==> config.mk <==
export PLATFORM = sky130hd
export DESIGN_NAME = present_fall_ctrl
export DESIGN_NICKNAME = d
export VERILOG_FILES = /design/src/rtl/present_fall_ctrl.sv
export SDC_FILE = /design/constraint.sdc
export NUM_CORES = 1
export LEC_CHECK = 0
export CORE_MARGIN = 3
export CORE_UTILIZATION = 35
export CTS_BUF_LIST = sky130_fd_sc_hd__clkbuf_4 sky130_fd_sc_hd__clkbuf_8 sky130_fd_sc_hd__clkbuf_16
export CTS_CLUSTER_DIAMETER = 100
export CTS_CLUSTER_SIZE = 24
export DETAILED_ROUTE_END_ITERATION = 12
export GPL_TIMING_DRIVEN = 0
export PLACE_DENSITY = 0.52
export SLEW_MARGIN = 20
export SYNTH_ARGS = -nofsm -noshare
export SYNTH_HDL_FRONTEND = slang
export SYNTH_SLANG_ARGS = --single-unit
==> constraint.sdc <==
create_clock -name clk -period 5 [get_ports clk]
set_input_delay 0.5 -clock clk [delete_from_list [all_inputs] [get_ports clk]]
set_output_delay 0.5 -clock clk [all_outputs]
set_load 0.02 [all_outputs]
==> src/rtl/present_fall_ctrl.sv <==
// Per-frame gravity mover for a falling present: drift, wall reflection, floor land/bounce, blink, despawn.
// All outputs are registered one clock after the input event; there is no backpressure because inputs are single-cycle pulses.
module present_fall_ctrl #(
   parameter int G              = 1,
   parameter int MULT_SHIFT     = 6,
   parameter int FRAME_W        = 640,
   parameter int FRAME_H        = 480,
   parameter int PRESENT_WIDTH  = 20,
   parameter int PRESENT_HEIGHT = 20,
   parameter int MAX_YSPEED     = 256,
   parameter int BOUNCE_EN      = 0,
   parameter int BOUNCE_SHIFT   = 1,
   parameter int MIN_BOUNCE     = 32,
   parameter int LAND_FRAMES    = 90,
   parameter int BLINK_FRAMES   = 30,
   parameter int BLINK_PERIOD   = 4
) (
   input  logic               clk,
   input  logic               resetN,
   input  logic               startOfFrame,
   input  logic               spawn,
   input  logic [10:0]        spawnX,
   input  logic [10:0]        spawnY,
   input  logic signed [15:0] spawnXspeed,
   input  logic signed [15:0] spawnYspeed,
   input  logic               collected,
   output logic [10:0]        topLeftX,
   output logic [10:0]        topLeftY,
   output logic               visible,
   output logic               busy,
   output logic               landed,
   output logic               despawnPulse,
   output logic               collectAck
);

   localparam logic signed [31:0] XMAX_FP  = 32'((FRAME_W - 1 - PRESENT_WIDTH) << MULT_SHIFT);
   localparam logic signed [31:0] FLOOR_FP = 32'((FRAME_H - 1 - PRESENT_HEIGHT) << MULT_SHIFT);
   localparam logic signed [31:0] G_FP     = 32'(G);
   localparam logic signed [31:0] MAX_YS   = 32'(MAX_YSPEED);
   localparam logic signed [31:0] MIN_BNC  = 32'(MIN_BOUNCE);
   localparam logic [15:0]        LAND_C   = 16'(LAND_FRAMES);
   localparam logic [15:0]        BLINK_C  = 16'(BLINK_FRAMES);
   localparam int                 BLINK_BIT = $clog2(BLINK_PERIOD);

   typedef enum logic [1:0] {IDLE, FALLING, LANDED} state_t;

   state_t             state_q, state_d;
   logic signed [31:0] x_q, x_d, y_q, y_d, xs_q, xs_d, ys_q, ys_d;
   logic signed [31:0] nx, ny, ys_g;
   logic [15:0]        cnt_q, cnt_d;
   logic [10:0]        tlx_d, tly_d;
   logic               vis_d, busy_d, landed_d, desp_d, ack_d;

   // Pixel coordinate of a fixed-point position; anything left/above the screen pins to 0.
   function automatic logic [10:0] to_pix(input logic signed [31:0] v);
      logic signed [31:0] s;
      s = v >>> MULT_SHIFT;
      to_pix = (v < 0) ? 11'd0 : s[10:0];
   endfunction

   always_comb begin
      state_d = state_q;
      x_d     = x_q;
      y_d     = y_q;
      xs_d    = xs_q;
      ys_d    = ys_q;
      cnt_d   = cnt_q;
      desp_d  = 1'b0;
      ack_d   = 1'b0;
      nx      = x_q + xs_q;
      ny      = y_q + ys_q;
      ys_g    = ys_q + G_FP;

      case (state_q)
         IDLE: begin
            if (spawn) begin
               x_d     = 32'({21'd0, spawnX}) << MULT_SHIFT;
               y_d     = 32'({21'd0, spawnY}) << MULT_SHIFT;
               xs_d    = 32'(spawnXspeed);
               ys_d    = 32'(spawnYspeed);
               state_d = FALLING;
            end
         end
         FALLING: begin
            if (collected) begin
               state_d = IDLE;
               ack_d   = 1'b1;
            end else if (startOfFrame) begin
               if (nx < 0) begin
                  x_d  = '0;
                  xs_d = -xs_q;
               end else if (nx > XMAX_FP) begin
                  x_d  = XMAX_FP;
                  xs_d = -xs_q;
               end else begin
                  x_d = nx;
               end
               if (ny >= FLOOR_FP) begin
                  y_d = FLOOR_FP;
                  if (BOUNCE_EN != 0 && ys_q >= MIN_BNC) begin
                     ys_d = -(ys_q >>> BOUNCE_SHIFT);
                  end else begin
                     ys_d    = '0;
                     xs_d    = '0;
                     cnt_d   = LAND_C;
                     state_d = LANDED;
                  end
               end else begin
                  y_d  = ny;
                  ys_d = (ys_g > MAX_YS) ? MAX_YS : ys_g;
               end
            end
         end
         LANDED: begin
            if (collected) begin
               state_d = IDLE;
               ack_d   = 1'b1;
            end else if (startOfFrame) begin
               if (cnt_q <= 16'd1) begin
                  cnt_d   = '0;
                  state_d = IDLE;
                  desp_d  = 1'b1;
               end else begin
                  cnt_d = cnt_q - 16'd1;
               end
            end
         end
         default: state_d = IDLE;
      endcase

      busy_d   = (state_d != IDLE);
      landed_d = (state_d == LANDED);
      case (state_d)
         FALLING: vis_d = 1'b1;
         LANDED:  vis_d = (cnt_d > BLINK_C) || !cnt_d[BLINK_BIT];
         default: vis_d = 1'b0;
      endcase
      tlx_d = to_pix(x_d);
      tly_d = to_pix(y_d);
   end

   always_ff @(posedge clk or negedge resetN) begin
      if (!resetN) begin
         state_q      <= IDLE;
         x_q          <= '0;
         y_q          <= '0;
         xs_q         <= '0;
         ys_q         <= '0;
         cnt_q        <= '0;
         topLeftX     <= '0;
         topLeftY     <= '0;
         visible      <= 1'b0;
         busy         <= 1'b0;
         landed       <= 1'b0;
         despawnPulse <= 1'b0;
         collectAck   <= 1'b0;
      end else begin
         state_q      <= state_d;
         x_q          <= x_d;
         y_q          <= y_d;
         xs_q         <= xs_d;
         ys_q         <= ys_d;
         cnt_q        <= cnt_d;
         topLeftX     <= tlx_d;
         topLeftY     <= tly_d;
         visible      <= vis_d;
         busy         <= busy_d;
         landed       <= landed_d;
         despawnPulse <= desp_d;
         collectAck   <= ack_d;
      end
   end

endmodule

# [Word-level counts from Yosys, hierarchy flattened]
# Cells that the tools add are included.
[word_totals] regBits=173 output_inout_bits=27 elab_cells=90
[op_classes] n_addsub=5 n_lt_le_gt_ge=8 n_eq_ne=8 muxes=48 reduce_logical=8
[ops] cell="$mux 32" n=20
[ops] cell="$pmux 32 s2" n=4
[ops] cell="$lt 32x1->1 const B" n=3
[ops] cell="$mux 16" n=6
[ops] cell="$add 32x32->32" n=2
[ops] cell="$add 32x2->32 const B" n=1
[ops] cell="$ge 32x16->1 const B" n=1
[ops] cell="$gt 32x10->1 const B" n=1
[ops] cell="$gt 32x17->1 const B" n=1
[ops] cell="$neg 32->32" n=1
[ops] cell="$pmux 16 s2" n=1
[ops] cell="$mux 11" n=2
[ops] cell="$gt 16x5->1 const B" n=1
[ops] cell="$le 16x1->1 const B" n=1
[ops] cell="$sub 16x1->16 const B" n=1
[ops] cell="$mux 2" n=7
[ops] cell="$mux 1" n=6
[ops] cell="$ne 2x2->1 const B" n=3
[ops] cell="$pmux 2 s3" n=1
[ops] cell="$reduce_and 5->1" n=1
[ops] cell="$eq 2x1->1 const B" n=2
[ops] cell="$eq 2x2->1 const B" n=2
[ops] cell="$ne 4x4->1 const B" n=1
[ops] cell="$reduce_and 4->1" n=1
[ops] cell="other kinds (6)" n=7

# [Longest topological paths before layout]
# Gate-level depths: netlist of the first run.
[depth] word_depth=9 depth_mapped=20 ltp_nobuf=20

# [Worst setup path before layout of the first run]
# No wires, ideal clock.
[synth_path] path_type="flip-flop to flip-flop" startpoint="register ys_q[0]" endpoint="register visible" setup_ns=0.119 arrival_time_ns=4.266 slack_ns=0.615 stages_incl_launch_ff=21 cell_sequence="dfrtp_1 ha_1 inv_1 fa_1 nand2b_1 a21oi_1 o21a_1 o21ai_1 a2111oi_0 or3_1 a222oi_1 a31oi_2 clkbuf_1 nand3_1 a21o_1 ha_1 a311oi_1 nand3_1 nor3b_1 nand4b_1 o21ba_2"
[synth_via] elab_chain_cells=9 word_cells_on_any_way=16 cone_classes="add/sub: 1; order compare: 2; eq/ne: 2; mux: 9; reduce/logical: 2"
[synth_rtl] item="from (decl)" line_no="48" rtl="logic signed [31:0] x_q, x_d, y_q, y_d, xs_q, xs_d, ys_q, ys_d;"
[synth_rtl] item="from (signal assigned)" line_no="162" rtl="ys_q <= ys_d;"
[synth_rtl] item="$add 32x32->32 *" line_no="71" rtl="ny = y_q + ys_q;"
[synth_rtl] item="$ge 32x16->1 *" line_no="98" rtl="if (ny >= FLOOR_FP) begin"
[synth_rtl] item="$mux 16" line_no="98"
[synth_rtl] item="$mux 16" line_no="88" rtl="end else if (startOfFrame) begin"
[synth_rtl] item="$mux 16" line_no="85" rtl="if (collected) begin"
[synth_rtl] item="$pmux 16 s2" line_no="74" rtl="case (state_q)"
[synth_rtl] item="$gt 16x5->1 / $logic_not 1->1 (equally long branches)" line_no="135" rtl="LANDED: vis_d = (cnt_d > BLINK_C) || !cnt_d[BLINK_BIT];"
[synth_rtl] item="$logic_or 1x1->1" line_no="135"
[synth_rtl] item="$pmux 1 s2 *" line_no="133" rtl="case (state_d)"
[synth_rtl] item="named net vis_d" line_no="52" rtl="logic vis_d, busy_d, landed_d, desp_d, ack_d;"
[synth_rtl] item="to (signal assigned)" line_no="166" rtl="visible <= vis_d;"
[synth_rtl] item="to (decl)" line_no="29" rtl="output logic visible,"
# Mark *: on every way through the listed nets, which the timed path passes. The rest lies on a longest branch.
# A chain may end at the register's enable or synchronous reset.

# [Worst setup path after layout of the first run]
[layout_path] startpoint="register ys_q[4]" endpoint="register visible"
[layout_via] word_cells_on_any_way=16 cone_classes="add/sub: 1; order compare: 2; eq/ne: 2; mux: 9; reduce/logical: 2"
[layout_lines] item="$add 32x32->32 *" line_no="71"
[layout_lines] item="$ge 32x16->1 *" line_no="98"
[layout_lines] item="$mux 2 *" line_no="98"
[layout_lines] item="$mux 2 *" line_no="88"
[layout_lines] item="$mux 2 *" line_no="85"
[layout_lines] item="$pmux 2 s3 *" line_no="74"
[layout_lines] item="named net state_d[0]" line_no="47" rtl="state_t state_q, state_d;"
[layout_lines] item="$eq 2x2->1 / $eq 2x1->1 (equally long branches)" line_no="133"
[layout_lines] item="$pmux 1 s2 *" line_no="133"
[layout_lines] item="named net vis_d" line_no="52"
# Marks and branches as above.

==> impl_metrics.json, run 1 <==
{
  "cts.clk_slew.worst_paths_ps": 80,
  "cts.sinks": 173,
  "holdWs_ps": 493,
  "firstDrtPassIters": 6,
  "grt_max_degree": 88,
  "max_stage_delay_ps": 520,
  "syn_area_sq_mm": 0.0132,
  "initial_core_util_pct": 35.8,
  "crit_start": "ys_q[4]",
  "period_needed_ps": 4820,
  "synth-async-reset-ratio_pct": 100,
  "drcViolationCount": 0,
  "tns_ps": 0,
  "synth-seq-cells": 173,
  "grt_pass1_vias": 12300,
  "ir_drop_uv": 352,
  "syn_inst": 1582,
  "grtUsageTotal_pct": 22.3,
  "die_h_um": 200,
  "p_per_area_mw_per_mm2": 728,
  "final_cell_mix": "170 x dfrtp_1, 130 x a21oi_1, 122 x o21ai_0",
  "ant_nets": 0,
  "max-cap-violations": 0,
  "crit_fanout": 8,
  "rsz0062_at_grt": "true",
  "antenna_found_initial": 0,
  "ys_seq_area_share_pct": 32.7,
  "dp_slack_ps": -1130,
  "hold_violations": 0,
  "core.rowCount": 70,
  "cts_max_level": 4,
  "crit_chain": "ha_1, and2_1, a221oi_4, a21oi_2, o21ai_2, a211oi_4, or3_1, a222oi_1, a31oi_4, buf_4, a2111o_1, a21o_1, inv_1, ha_1, a311oi_2, nand3_1, nor3b_1, nand4b_1, o21ba_2",
  "cp_slowest_cell": "a222oi_1",
  "yosysWarnings": 0,
  "drt_iter0_drc": 920,
  "ys.flop_type": "dfrtp_1",
  "numPortBuffers": 85,
  "slew_violations": 0,
  "critPathLaunchType": "flip-flop",
  "slew_headroom_pct": 37.6,
  "ioPinCount": 86,
  "cts-buffers-inserted": 17,
  "nets": 1825,
  "min_period_over_period_pct": 96.4,
  "grt_pass1_wl_um": 71400,
  "cp-end-kind": "flip-flop",
  "layout-drive-gt1-share_pct": 7.87,
  "gp_congestion": 0.901,
  "arrival_ps": 5220,
  "crit_required_ps": 5400,
  "cts_tree": "yes",
  "syn2layout_area_growth_pct": 17.9,
  "mostFrequentLayoutCell": "dfrtp_1",
  "die_w_um": 200,
  "hpwl_um": 34400,
  "outcome": "finished, final reports clean",
  "clk_latency_ps": 460,
  "synth_nets": 1717,
  "fmax_mhz": 207,
  "rr_startpoint": "ys_q[4]",
  "cp_common_cell": "ha_1",
  "coreArea_sq_mm": 0.0370,
  "setup_slack_ps": 179,
  "n_antenna_cell": 0,
  "wl_um": 45200,
  "vias": 12900,
  "finalSetupViolations": 0,
  "fin_cells": 2207,
  "syn_avg_cell_area_sq_um": 8.37,
  "path_class": "flip-flop to flip-flop",
  "ys_types": 87,
  "hp-start": "x_q[29]",
  "via_per_inst": 5.82,
  "overflow": 0,
  "dp_cells": 2173,
  "clock-root-buffer": "clkbuf_16",
  "clockBufferDepth": 2,
  "routedWlPerCell_um": 20.5,
  "worstMarginPinSlew_ps": 928,
  "synth_edf_count": 0,
  "total_leakage_power_nw": 6.53,
  "design.die.area_sq_mm": 0.0402,
  "min_path_type": "flip-flop to flip-flop",
  "skew_ps": 12.1
}
==> final cells by class <==
cell class / instances / area (sq um)
multi-input combinational: 1251 / 8420
tap: 504 / 631
buffer: 93 / 435
fill: 3754 / 21400
inverter: 61 / 229
timing repair buffer: 93 / 958
clock buffer: 18 / 439
sequential: 173 / 4330
clock inverter: 14 / 156
==> sequential cells by signal (all words and copies together) (netlist names) <==
register / count
cnt_q: 16
state_q: 2
topLeftX: 11
visible: 1
collectAck: 1
topLeftY: 11
busy: 1
ys_q: 32
despawnPulse: 1
landed: 1
x_q: 32
xs_q: 32
y_q: 32
==> Yosys cell counts (7+ instances only) <==
| library cell | n | area [sq um] |
|---|---|---|
| dfrtp_1 | 173 | 4330 |
| a21oi_1 | 136 | 681 |
| o21ai_0 | 131 | 656 |
| nand2_1 | 120 | 450 |
| nor2_1 | 101 | 379 |
| clkbuf_1 | 78 | 293 |
| ha_1 | 74 | 926 |
| inv_1 | 59 | 221 |
| nor3_1 | 49 | 245 |
| a21o_1 | 39 | 293 |
| a31oi_1 | 30 | 188 |
| nand3_1 | 30 | 150 |
| xnor2_1 | 30 | 263 |
| and2_1 | 28 | 175 |
| nor2b_1 | 27 | 169 |
| nand4_1 | 25 | 156 |
| a22o_1 | 24 | 210 |
| o21a_1 | 24 | 180 |
| or3_1 | 22 | 138 |
| and3_1 | 21 | 131 |
| nand2b_1 | 20 | 125 |
| nor4_1 | 19 | 119 |
| o22a_1 | 19 | 166 |
| o31ai_1 | 17 | 128 |
| a211oi_1 | 15 | 113 |
| o22ai_1 | 14 | 87.6 |
| xor2_1 | 14 | 123 |
| a21boi_0 | 12 | 90.1 |
| a32o_1 | 12 | 120 |
| a22oi_1 | 11 | 82.6 |
| o211ai_1 | 11 | 82.6 |
| o21bai_1 | 10 | 75.1 |
| a2111oi_0 | 9 | 78.8 |
| buf_2 | 9 | 45.0 |
| a211o_1 | 8 | 70.1 |
| o32ai_1 | 8 | 70.1 |
| a221o_1 | 7 | 70.1 |
| a222oi_1 | 7 | 70.1 |
| o221a_2 | 7 | 78.8 |
==> through the flow <==
step,area [sq um],power (mW),utilization [%]
6_report,15600,11.4,42.2
5_1_grt,15600,12.3,42.2
4_1_cts,15500,11.2,41.9
3_5_place_dp,14800,9.64,40.0
3_3_place_gp,14700,9.59,39.8
2_1_floorplan,13200,7.45,-
==> worst paths after layout <==
path | end | slack (ps) | depth (start not counted)
hold reg to reg | x_q[29] | 490 | 1
max in group asynchronous | ys_q[16] | 3460 | 4
setup reg to reg | visible | 180 | 19
hold / removal | x_q[29] | 490 | 1
min in group asynchronous | cnt_q[14] | 500 | 2
setup / recovery | visible | 180 | 19
==> worst max-delay path: cells and delay by family, from the launching register on <==
kind            cells  cell delay, ps
compound gates     10            2530
simple gates        5             860
fa+ha+maj           2             590
flops               1             500
buf+inv             2             290
==> per-layer routing <==
metal	wire [um]	GRT usage [%]
met1	20900	30.7
met4	1080	6.55
met2	21200	36.6
met5	0	0
met3	2030	3.32
==> report_power, final <==
| part | internal (mW) | leakage (nW) | switching [mW] | total, mW |
|---|---|---|---|---|
| sequential | 1.95 | 2.19 | 0.659 | 2.61 |
| clock | 0.760 | 0.292 | 0.661 | 1.42 |
| combinational | 2.81 | 4.06 | 4.52 | 7.33 |
==> timing repair <==
action | in CTS | in global routing
resized for setup | 25 | 28
setup endpoints to repair | 121 | 57
setup buffers | 4 | 1
hold endpoints to repair | 36 | 0
pin swaps | 3 | 3
hold buffers | 1 | 0
==> kinds of logic (layout without fill, tap and decap cells) <==
| logic type | after synthesis | after routing | share of synthesized area (%) |
|---|---|---|---|
| XOR/XNOR | 44 | 44 | 2.91 |
| buffers and inverters | 158 | 279 | 5.07 |
| AND/OR/NAND/NOR | 508 | 508 | 19.8 |
| multiplexers | 8 | 8 | 0.633 |
| adder cells (fa/ha/maj) | 76 | 76 | 7.30 |
| AO/OA/AOI/OAI | 615 | 615 | 31.6 |
| flip-flops | 173 | 173 | 32.7 |
Note: power is estimated with default switching activity, not from simulation.
==> run 2, diff against run 1 <==
--- a/config.mk
+++ b/config.mk
@@ -6,13 +6,13 @@
 export NUM_CORES = 1
 export LEC_CHECK = 0
 export CORE_MARGIN = 3
-export CORE_UTILIZATION = 35
+export CORE_UTILIZATION = 40
 export CTS_BUF_LIST = sky130_fd_sc_hd__clkbuf_4 sky130_fd_sc_hd__clkbuf_8 sky130_fd_sc_hd__clkbuf_16
 export CTS_CLUSTER_DIAMETER = 100
 export CTS_CLUSTER_SIZE = 24
 export DETAILED_ROUTE_END_ITERATION = 12
 export GPL_TIMING_DRIVEN = 0
-export PLACE_DENSITY = 0.52
+export PLACE_DENSITY = 0.58
 export SLEW_MARGIN = 20
 export SYNTH_ARGS = -nofsm -noshare
 export SYNTH_HDL_FRONTEND = slang
==> constraint.sdc (replaced) <==
create_clock -name clk -period 5 [get_ports clk]
set_input_delay 0.5 -clock clk [delete_from_list [all_inputs] [get_ports clk]]
set_output_delay 0.5 -clock clk [all_outputs]
set_load 0.05 [all_outputs]
==> impl_metrics.json, run 2 (synthesis results as in run 1) <==
{
  "outcome": "finished, final reports clean",
  "fmax_mhz": 204,
  "wl_um": 43500,
  "slew_headroom_pct": 34.1,
  "path_class": "flip-flop to flip-flop",
  "setup_slack_ps": 95.0,
  "hold_violations": 0,
  "cts_max_level": 4,
  "coreArea_sq_mm": 0.0320,
  "grt_pass1_vias": 12300,
  "ioPinCount": 86,
  "finalPower_mw": 11.5,
  "mostFrequentLayoutCell": "dfrtp_1",
  "min_path_cells": 1,
  "p_per_area_mw_per_mm2": 746,
  "final_util_pct": 48.3,
  "routedWlPerCell_um": 20.4,
  "place_area_sq_mm": 0.0147,
  "skew_ps": 14.7,
  "holdWs_ps": 492,
  "fin_cells": 2136,
  "die_w_um": 188,
  "numPortBuffers": 85,
  "finalSetupViolations": 0,
  "final_cell_mix": "172 x dfrtp_1, 133 x a21oi_1, 125 x o21ai_0",
  "ant_nets": 0,
  "ir_drop_uv": 354,
  "fin_area_sq_mm": 0.0155,
  "firstDrtPassIters": 7,
  "drt_iter0_drc": 1145,
  "rr_startpoint": "ys_q[7]",
  "antenna_found_initial": 0,
  "cts_tree": "yes",
  "cts.clk_slew.worst_paths_ps": 70,
  "core.rowCount": 65,
  "tns_ps": 0,
  "reg2reg_setup_slack_ps": 90,
  "crit_required_ps": 5340,
  "max-cap-violations": 0,
  "min_path_type": "flip-flop to flip-flop",
  "total_leakage_power_nw": 6.53,
  "clock-root-buffer": "clkbuf_16",
  "dp_slack_ps": -959,
  "cp-end-kind": "flip-flop",
  "clk_latency_ps": 460,
  "nets": 1823,
  "critPathLaunchType": "flip-flop",
  "grt_max_degree": 73,
  "syn2layout_area_growth_pct": 17.0,
  "min_to": "x_q[29]",
  "initial_core_util_pct": 41.3,
  "min_period_over_period_pct": 98.1,
  "hpwl_um": 32800,
  "ff2ff_path_depth": 19,
  "period_needed_ps": 4910,
  "layout-drive-gt1-share_pct": 7.23,
  "design.die.area_sq_mm": 0.0353,
  "rr_endpoint": "visible",
  "dp_cells": 2104,
  "via_per_inst": 6.04,
  "gp_congestion": 0.956,
  "grt_pass1_wl_um": 68300,
  "slew_violations": 0,
  "seqCellArea_sq_mm": 0.00433,
  "worstMarginPinSlew_ps": 979,
  "rsz0062_at_grt": "true",
  "vias": 12900,
  "multi_input_area_sq_mm": 0.00840,
  "n_antenna_cell": 0,
  "overflow": 0,
  "crit_fanout": 10,
  "num-fill-cells": 3201,
  "cts-buffers-inserted": 17,
  "hp-start": "x_q[29]",
  "cts.sinks": 173,
  "drcViolationCount": 0,
  "die_h_um": 188,
  "grtUsageTotal_pct": 24.3,
  "clockBufferDepth": 2,
  "arrival_ps": 5240
}
run 2: how the worst max path moves through the flow:
stage | to | from | cells past startpoint | slack, ps
final | visible | ys_q[7] | 19 | 90
after global routing | visible | ys_q[0] | 21 | -130
after CTS | visible | ys_q[13] | 19 | -40
after detailed placement | visible | ys_q[16] | 19 | -960
after global placement | ys_q[28] | resetN | 1 | -4240
after floorplan | visible | ys_q[0] | 20 | 620
run 2: final cells by class:
cell class                 count  share of cell area [%]
inverter                      61                    1.48
timing repair buffer          90                    6.05
tap                          435                    3.52
clock inverter                13                   0.962
clock buffer                  19                    2.93
buffer                        94                    2.85
sequential                   173                    28.0
multi-input combinational   1251                    54.2
run 2: power breakdown:
part | leakage, nW | total, mW | internal (mW) | switching, mW
Combinational | 4.04 | 7.54 | 2.78 | 4.76
Sequential | 2.19 | 2.60 | 1.95 | 0.659
Clock | 0.300 | 1.41 | 0.775 | 0.634
run 2: worst max-delay path: stages, from the launching register on:
cell and delay (ps):
dfrtp_1 550, ha_1 300, buf_2 190, a21oi_2 330, o221a_2 330, nand2_1 90, a21boi_1 300, nor4_1 140
o311ai_2 380, nor4b_2 130, a31oi_4 300, buf_6 200, nand3_1 190, a21o_1 290, ha_1 200, a311oi_1 220
nand3_1 110, nor3b_1 200, nand4b_1 130, o21ba_2 230
run 2: what timing repair did:
item,in CTS,in global routing
hold buffers,1,0
hold endpoints to repair,32,0
pin swaps,1,3
setup endpoints to repair,89,65
setup buffers,2,0
gates resized for setup,18,27
run 2: layer usage:
metal | vias to the layer above | routed length [um] | GRT usage (%)
li1 | 6215 | - | -
met1 | 6283 | 19500 | 32.8
met2 | 364 | 20700 | 40.0
met3 | 48 | 2240 | 3.61
met4 | 0 | 1050 | 8.11
met5 | - | 0 | 0
